`config.mk`:
```
export PLATFORM = sky130hd
export DESIGN_NAME = shift_add_mult16
export DESIGN_NICKNAME = d
export VERILOG_FILES = /design/src/rtl/mult_pkg.sv /design/src/rtl/add16_csel.sv /design/src/rtl/shift_add_mult16.sv
export SDC_FILE = /design/constraint.sdc
export NUM_CORES = 1
export LEC_CHECK = 0
export ABC_AREA = 1
export CAP_MARGIN = 15
export CORE_ASPECT_RATIO = 0.6
export CORE_UTILIZATION = 29
export CTS_BUF_LIST = sky130_fd_sc_hd__clkbuf_4 sky130_fd_sc_hd__clkbuf_8
export DETAILED_ROUTE_END_ITERATION = 8
export SYNTH_ARGS = -nofsm -noshare
export SYNTH_HDL_FRONTEND = slang
export SYNTH_SLANG_ARGS = --single-unit
```
`constraint.sdc`:
```
create_clock -name clk -period 1.94 [get_ports clk]
set_input_delay 0.291 -clock clk [delete_from_list [all_inputs] [get_ports clk]]
set_output_delay 0.291 -clock clk [all_outputs]
set_load 0.02 [all_outputs]
```
`src/rtl/mult_pkg.sv`:
```
// rtl/mult_pkg.sv - shared state encoding, sizes and CLA group helper for the shift-add multiplier
package mult_pkg;
  localparam int MULT_WIDTH = 16;
  localparam int MULT_CNT_W = 5;

  typedef enum logic [1:0] {
    IDLE = 2'd0,
    RUN  = 2'd1,
    DONE = 2'd2
  } state_e;

  // 4-bit carry-lookahead group: returns {carry_out, sum}
  function automatic logic [4:0] cla4(input logic [3:0] x, input logic [3:0] y, input logic c0);
    logic [3:0] g;
    logic [3:0] p;
    logic [4:0] c;
    g    = x & y;
    p    = x ^ y;
    c[0] = c0;
    c[1] = g[0] | (p[0] & c0);
    c[2] = g[1] | (p[1] & g[0]) | (p[1] & p[0] & c0);
    c[3] = g[2] | (p[2] & g[1]) | (p[2] & p[1] & g[0]) | (p[2] & p[1] & p[0] & c0);
    c[4] = g[3] | (p[3] & g[2]) | (p[3] & p[2] & g[1]) | (p[3] & p[2] & p[1] & g[0])
         | (p[3] & p[2] & p[1] & p[0] & c0);
    return {c[4], p ^ c[3:0]};
  endfunction
endpackage

```
`src/rtl/add16_csel.sv`:
```
// rtl/add16_csel.sv - combinational 16-bit carry-select adder from 4-bit CLA groups
module add16_csel
  import mult_pkg::*;
(
  input  logic [15:0] a,
  input  logic [15:0] b,
  input  logic        cin,
  output logic [15:0] y,
  output logic        cout
);
  logic [4:0] grp0;
  logic [4:0] r0 [1:3];
  logic [4:0] r1 [1:3];
  logic [4:0] sel [1:3];
  logic [4:1] c;

  assign grp0    = cla4(a[3:0], b[3:0], cin);
  assign y[3:0]  = grp0[3:0];
  assign c[1]    = grp0[4];

  // Upper groups precompute both carry-in cases; the ripple is only through the muxes
  for (genvar gi = 1; gi < 4; gi++) begin : g_sel
    assign r0[gi]            = cla4(a[4*gi+3 -: 4], b[4*gi+3 -: 4], 1'b0);
    assign r1[gi]            = cla4(a[4*gi+3 -: 4], b[4*gi+3 -: 4], 1'b1);
    assign sel[gi]           = c[gi] ? r1[gi] : r0[gi];
    assign y[4*gi+3 -: 4]    = sel[gi][3:0];
    assign c[gi+1]           = sel[gi][4];
  end

  assign cout = c[4];
endmodule

```
`src/rtl/shift_add_mult16.sv`:
```
// rtl/shift_add_mult16.sv - iterative radix-2 shift-add 16x16 unsigned multiplier
module shift_add_mult16
  import mult_pkg::*;
#(
  parameter int WIDTH = MULT_WIDTH,
  parameter int CNT_W = MULT_CNT_W
) (
  input  logic               clk,
  input  logic               rst,
  input  logic               in_valid,
  output logic               in_ready,
  input  logic [WIDTH-1:0]   a,
  input  logic [WIDTH-1:0]   b,
  output logic               out_valid,
  input  logic               out_ready,
  output logic [2*WIDTH-1:0] product
);
  state_e             state_q, state_d;
  logic [WIDTH-1:0]   m_q, m_d;
  logic [WIDTH-1:0]   a_q, a_d;
  logic [WIDTH-1:0]   q_q, q_d;
  logic               c_q, c_d;
  logic [CNT_W-1:0]   cnt_q, cnt_d;
  logic [WIDTH-1:0]   sum;
  logic               cout;

  add16_csel u_add (
    .a   (a_q),
    .b   (m_q),
    .cin (1'b0),
    .y   (sum),
    .cout(cout)
  );

  always_ff @(posedge clk or posedge rst) begin
    if (rst) begin
      state_q <= IDLE;
      m_q     <= '0;
      a_q     <= '0;
      q_q     <= '0;
      c_q     <= 1'b0;
      cnt_q   <= '0;
    end else begin
      state_q <= state_d;
      m_q     <= m_d;
      a_q     <= a_d;
      q_q     <= q_d;
      c_q     <= c_d;
      cnt_q   <= cnt_d;
    end
  end

  always_comb begin
    state_d   = state_q;
    m_d       = m_q;
    a_d       = a_q;
    q_d       = q_q;
    c_d       = c_q;
    cnt_d     = cnt_q;
    in_ready  = 1'b0;
    out_valid = 1'b0;
    product   = '0;
    case (state_q)
      IDLE: begin
        in_ready = 1'b1;
        if (in_valid) begin
          m_d     = a;
          q_d     = b;
          a_d     = '0;
          c_d     = 1'b0;
          cnt_d   = '0;
          state_d = RUN;
        end
      end
      RUN: begin
        // The shift always leaves C clear, so {C,A,Q} zero-fills on the no-add path
        if (q_q[0]) {c_d, a_d, q_d} = {cout, sum, q_q} >> 1;
        else        {c_d, a_d, q_d} = {c_q, a_q, q_q} >> 1;
        cnt_d = cnt_q + 1'b1;
        if (cnt_q == CNT_W'(WIDTH - 1)) state_d = DONE;
      end
      DONE: begin
        out_valid = 1'b1;
        product   = {a_q, q_q};
        if (out_ready) state_d = IDLE;
      end
      default: state_d = IDLE;
    endcase
  end
endmodule

```
==> results.json, run 1 <==
{
  "fin_nets": 563,
  "drive_above_1_share": 0.1443,
  "met1_length_um": 4866,
  "dp_slack_ns": -0.02128,
  "die_x_um": 142.1,
  "grt_pass1_wl_um": 15240,
  "grt_overflow": 0,
  "timing.max_slew.rel_slack": 0.4699,
  "ys.warnings.count": 0,
  "status": "finished with violations",
  "core-area_um2": 11370,
  "clkLatencyLatePin_ns": 0.33,
  "synth_flop_cell": "dfrtp_1",
  "cts.clk_slew.worst_paths_ns": 0.11,
  "initial_core_util": 0.3001,
  "crit_chain": "ha_4 -> buf_4 -> nand4_1 -> nand2_4 -> nand2_4 -> nand2_4 -> nand3_2 -> nand3_2 -> nand2_1 -> nand2_1 -> nand3_2 -> nand2_1 -> nand2_1",
  "synth_top_cell_by_area": "dfrtp_1",
  "drtAntennaViolNets": 0,
  "path_class": "reg2reg",
  "ys_async_sr_fraction": 1.000,
  "cts_tree": "built",
  "antenna_found_initial": 0,
  "die-area_um2": 12220,
  "drc": 0,
  "synth.distinct_cells": 38,
  "avgSynthCellArea_um2": 7.938,
  "fin_crit_sh": 1.035,
  "reg2reg_from": "a_q[3]",
  "max_clock_freq_ghz": 0.4982,
  "crit_path_frequent_cell": "nand2_1",
  "reg2regPathDepth": 13,
  "synth_edf_count": 0,
  "yosys-top-cells-area": "dfrtp_1 40%, ha_1 7.7%, nand2_1 7.7%, inv_1 7.1%, nor2_1 5.6%",
  "hold_viol_final": 0,
  "highest_layer": "met4",
  "io_pins": 70,
  "syn_nets": 488,
  "viasPerCell": 4.790,
  "drt_wl_total_um": 9475,
  "die_h_um": 86.04,
  "fin_crit_ns": 2.007,
  "cts.sinks": 55,
  "fin_cells": 666,
  "cp-end-kind": "register",
  "synth.most_common_cell": "nand2_1",
  "pwr_density_cell_nw_per_um2": 1922,
  "place_congestion": 0.8782,
  "cp.arrival_ns": 2.22,
  "htree_levels": 2,
  "synthToLayoutAreaGrowth_pct": 34.24,
  "leakagePower_nw": 2.344,
  "startpoint": "a_q[3]",
  "worstReg2RegEnd": "a_q[14]",
  "dpl.hpwl_um": 6431,
  "synth.cell_area_um2": 3413,
  "root_buffer": "clkbuf_8",
  "grt_max_degree": 56,
  "crit_buf_inv": 1,
  "max-clock-path-buffers": 2,
  "rsz0062_at_grt": "yes",
  "synth-seq-cells": 55,
  "ir_worst_vdd_uv": 765.4,
  "setup_violations": 4,
  "cp_slowest_cell": "dfrtp_1",
  "required_ns": 2.15,
  "final_max_slew_viol_count": 0,
  "fillerInstances": 1105,
  "fp-row-count": 30,
  "cp_max_fo": 3,
  "violations": "setup timing",
  "place_inst": 651,
  "met2_length_um": 3925,
  "num_vias": 3190,
  "dr.pass1.iters": 5,
  "grt_pass1_vias": 3069,
  "port_buffers": 69,
  "first_iter_violations": 330,
  "yosysTopAreaCellShare": 0.4032,
  "tightest_slew_ns": 0.7942,
  "route.met3.wl_um": 538,
  "synth-seq-area-share": 0.4032,
  "numCtsBuffers": 5,
  "drv_cap": 0,
  "critPathTopFamily": "simple AND/OR/NAND/NOR gates",
  "grt.total_usage": 0.1598,
  "synthCells": 430,
  "n_antenna_cell": 0,
  "start_kind": "register",
  "setup_slack_ns": -0.06718,
  "worstHoldPathType": "in2async",
  "fin_skew_ns": 0.01646,
  "reg2reg_slack_ns": -0.07,
  "cp_slowest_stage_delay_ns": 0.43,
  "wl_per_cell_um": 14.23,
  "synthTopCellsByCount": "70 x nand2_1, 65 x inv_1, 55 x dfrtp_1, 51 x nor2_1, 23 x nand3_1"
}
sequential cells by signal, summed over array words and instances (netlist names):
register / count
cnt_q: 5
a_q: 16
state_q: 2
m_q: 16
q_q: 16
cells by family (layout without fill, tap and decap cells):
group	after synthesis	count (layout)	synth area share
buffers and inverters	84	160	0.09750
XOR/XNOR	4	4	0.01026
AND/OR/NAND/NOR	172	172	0.2159
adder cells (fa/ha/maj)	22	22	0.08284
multiplexers	13	13	0.04289
AO/OA/AOI/OAI	80	80	0.1474
flip-flops	55	55	0.4032
where the power goes:
group / internal, mW / switching [mW]
Clock: 0.392 / 0.425
Combinational: 2.37 / 3.49
Sequential: 1.75 / 0.381
Total: 4.51 / 4.30
layout by cell type (no fill, tap or decap), drive strengths merged, types with 6 or more instances in the layout:
master / synthesis / final
a21oi: 23 / 23
a221oi: 10 / 10
buf: 10 / 17
clkbuf: 8 / 6
clkdlybuf4s50: 0 / 36
dfrtp: 55 / 55
dlygate4sd2: 0 / 31
ha: 21 / 21
inv: 66 / 67
mux2: 13 / 13
nand2: 76 / 76
nand3: 24 / 24
nor2: 52 / 52
nor3: 12 / 12
o21ai: 23 / 23
o22ai: 9 / 9
timing repair:
action                                  in CTS  in global routing
hold buffers                                 0                  0
resized for setup                           39                 28
pin swaps                                    5                 15
buffers inserted                             4                  3
endpoints found under the setup margin      42                 14
cloned                                       0                  0
worst reg2reg max path: cells and delay by family, from the launching register on:
family / cells / cell delay [ns]
flip-flops: 1 / 0.43
AND/OR/NAND/NOR: 11 / 1.07
adder cells (fa/ha/maj): 1 / 0.29
buffers and inverters: 1 / 0.10
metrics by stage:
| stage | power [mW] | hold WS (ns) | util | cell area [um2] | setup TNS [ns] |
|---|---|---|---|---|---|
| after global routing | 9.637 | 0.3531 | 0.4029 | 4582 | -0.8335 |
| after floorplan | 5.973 | 0.4028 | - | 3413 | 0 |
| final | 8.807 | 0.3269 | 0.4029 | 4582 | -0.1029 |
| after global placement | 7.005 | 0.4935 | 0.3800 | 4322 | 0 |
| after CTS | 8.251 | 0.3433 | 0.3932 | 4472 | -0.05065 |
| after detailed placement | 7.146 | 0.4949 | 0.3800 | 4322 | -0.03399 |
layout make-up:
class                   count  area [um2]  area share
clock inverters             3       47.55     0.01038
multi-input cells         291        1839      0.4014
inverters                  66       250.2     0.05462
well taps                 160       200.2     0.04369
clock buffers               5       68.82     0.01502
repair buffers             86       799.5      0.1745
flip-flops and latches     55        1376      0.3004
routing by layer:
| layer | track usage | vias up |
|---|---|---|
| met4 | 0.03812 | 0 |
| met2 | 0.2299 | 94 |
| met5 | 0 | - |
| li1 | - | 1575 |
| met1 | 0.2386 | 1504 |
| met3 | 0.03685 | 17 |
how the worst max path moves through the flow:
stage                          to  slack, ns  cells after the start
after detailed placement   a_q[9]      -0.02                     13
after global routing      a_q[14]      -0.13                     12
after CTS                 a_q[12]      -0.02                     12
after floorplan           a_q[13]       0.19                     12
after global placement    a_q[13]       0.05                     12
final                     a_q[14]      -0.07                     13
Note: power is estimated with default switching activity, not from simulation.
==> run 2: changes to the inputs <==
- DONT_BUFFER_PORTS: default -> 1
==> results.json, run 2 (synthesis gave the netlist of run 1 again) <==
{
  "die_h_um": 86.04,
  "max_clock_freq_ghz": 0.5307,
  "synthToLayoutAreaGrowth_pct": 19.94,
  "cp.arrival_ns": 2.09,
  "start_kind": "register",
  "fin_crit_ns": 1.884,
  "stdcell_area_um2": 4094,
  "n_antenna_cell": 0,
  "grt_pass1_vias": 2734,
  "worstHoldPathType": "in2reg",
  "grt_max_degree": 39,
  "cts.clk_slew.worst_paths_ns": 0.11,
  "drtAntennaViolNets": 0,
  "reg.largest.list": "a_q x16, m_q x16, q_q x16",
  "rsz0062_at_grt": "yes",
  "tightest_slew_ns": 0.7676,
  "cp-end-kind": "register",
  "grt_pass1_wl_um": 14000,
  "die-area_um2": 12220,
  "leakagePower_nw": 2.089,
  "fp-row-count": 30,
  "hold_path_depth": 1,
  "num_vias": 3020,
  "cts_tree": "built",
  "fillerInstances": 1148,
  "worstReg2RegEnd": "a_q[8]",
  "path_class": "reg2reg",
  "grt.total_usage": 0.1485,
  "reg2reg_slack_ns": 0.06,
  "place_inst": 619,
  "port_buffers": 0,
  "hold_viol_final": 0,
  "p_int_mw": 4.188,
  "root_buffer": "clkbuf_8",
  "drt_wl_total_um": 8857,
  "grt_overflow": 0,
  "core-area_um2": 11370,
  "initial_core_util": 0.3001,
  "htree_levels": 2,
  "drive_above_1_share": 0.2059,
  "required_ns": 2.15,
  "max-clock-path-buffers": 2,
  "switching_share": 0.4861,
  "p_switching_mw": 3.961,
  "clkLatencyLatePin_ns": 0.32,
  "seq_power_share": 0.259,
  "p_clk_frac": 0.083,
  "cp_max_fo": 7,
  "holdPathEnd": "state_q[1]",
  "timing.max_slew.rel_slack": 0.4877,
  "ir_worst_vdd_uv": 549.8,
  "dp_slack_ns": -0.009538,
  "io_pins": 70,
  "setup_slack_ns": 0.05581,
  "comb_power_share": 0.659,
  "cts.sinks": 55,
  "drc": 0,
  "finalPower_mw": 8.150,
  "wl_per_cell_um": 14.04,
  "reg2reg_from": "m_q[3]",
  "viasPerCell": 4.786,
  "fin_cells": 631,
  "reg2regPathDepth": 11,
  "mostFrequentLayoutCells": "68 x nand2_1, 64 x inv_1, 55 x dfrtp_1",
  "numCtsBuffers": 5,
  "dr.pass1.iters": 5,
  "drv_cap": 0,
  "setup_violations": 0,
  "final_max_slew_viol_count": 0,
  "hold_start": "out_ready",
  "die_x_um": 142.1,
  "placed_area_um2": 3884,
  "first_iter_violations": 266,
  "fin_crit_sh": 0.9712,
  "fin_skew_ns": 0.01182,
  "place_congestion": 0.9055,
  "status": "complete, no violations",
  "layout_commonest_cell": "nand2_1",
  "antenna_found_initial": 0,
  "fin_nets": 528,
  "dpl.hpwl_um": 6326,
  "pwr_density_cell_nw_per_um2": 1991
}
## run 2: changes by cell type in the layout (fill, tap and decap cells not counted), moves of 3 or more
cell             change
buf_4               +35
clkdlybuf4s50_1     -36
dlygate4sd2_1       -31
nand2_4              -3
nand3_1              +3
## run 2: worst max path at each step
stage | from | to | slack [ns] | cells past startpoint
floorplan | m_q[3] | a_q[13] | 0.19 | 12
global placement | m_q[3] | a_q[14] | 0.06 | 12
detailed placement | m_q[7] | a_q[12] | -0.01 | 13
CTS | m_q[2] | a_q[12] | 0.01 | 13
global route | m_q[3] | a_q[13] | -0.08 | 12
finish | m_q[3] | a_q[8] | 0.06 | 11
## run 2: metrics by stage
step | setup TNS [ns] | hold slack (ns) | util
after floorplan | 0 | 0.4028 | -
after global placement | 0 | 0.2674 | 0.3415
after detailed placement | -0.009538 | 0.2758 | 0.3415
after CTS | 0 | 0.06178 | 0.3541
after global routing | -0.4112 | 0.07592 | 0.3600
final | 0 | 0.07413 | 0.3600
## run 2: per-layer routing
metal / routed length, um / global-route usage
met2: 3614 / 0.2037
met5: 0 / 0
met3: 677 / 0.03797
met4: 72 / 0.03715
met1: 4493 / 0.2267
## run 2: area by class of cell
type	count	area [um2]	area share
tap	160	200.2	0.04890
clock buffer	7	83.83	0.02048
multi-input combinational	291	1795	0.4386
inverter	66	247.7	0.06051
sequential	55	1376	0.3362
clock inverter	1	5.005	0.001222
timing repair buffer	51	385.4	0.09413
## run 2: critical path, cell delays in order, from the launching register on
cell	delay (ns)
dfrtp_1	0.42
ha_4	0.26
or2_0	0.19
nand2_1	0.08
nand2_2	0.10
a21oi_4	0.23
buf_4	0.16
nand2_2	0.05
nand3b_1	0.07
nand3_1	0.08
nand2_1	0.06
o21ai_0	0.08
## run 2: power by group through the flow
stage	clock network [mW]	registers, mW	logic (mW)
CTS	0.695	2.10	5.07
finish	0.673	2.11	5.37
floorplan	0	2.00	3.97
global placement	0	2.08	4.86
global route	0.745	2.18	6.09
detailed placement	0	2.10	4.94
## run 2: what timing repair did
item                                   CTS  global route
pin swaps                                1             2
hold buffers                             1             0
setup endpoints to repair                4            11
resized for setup                        3            13
endpoints found under the hold margin   55             0
setup buffers                            1             2
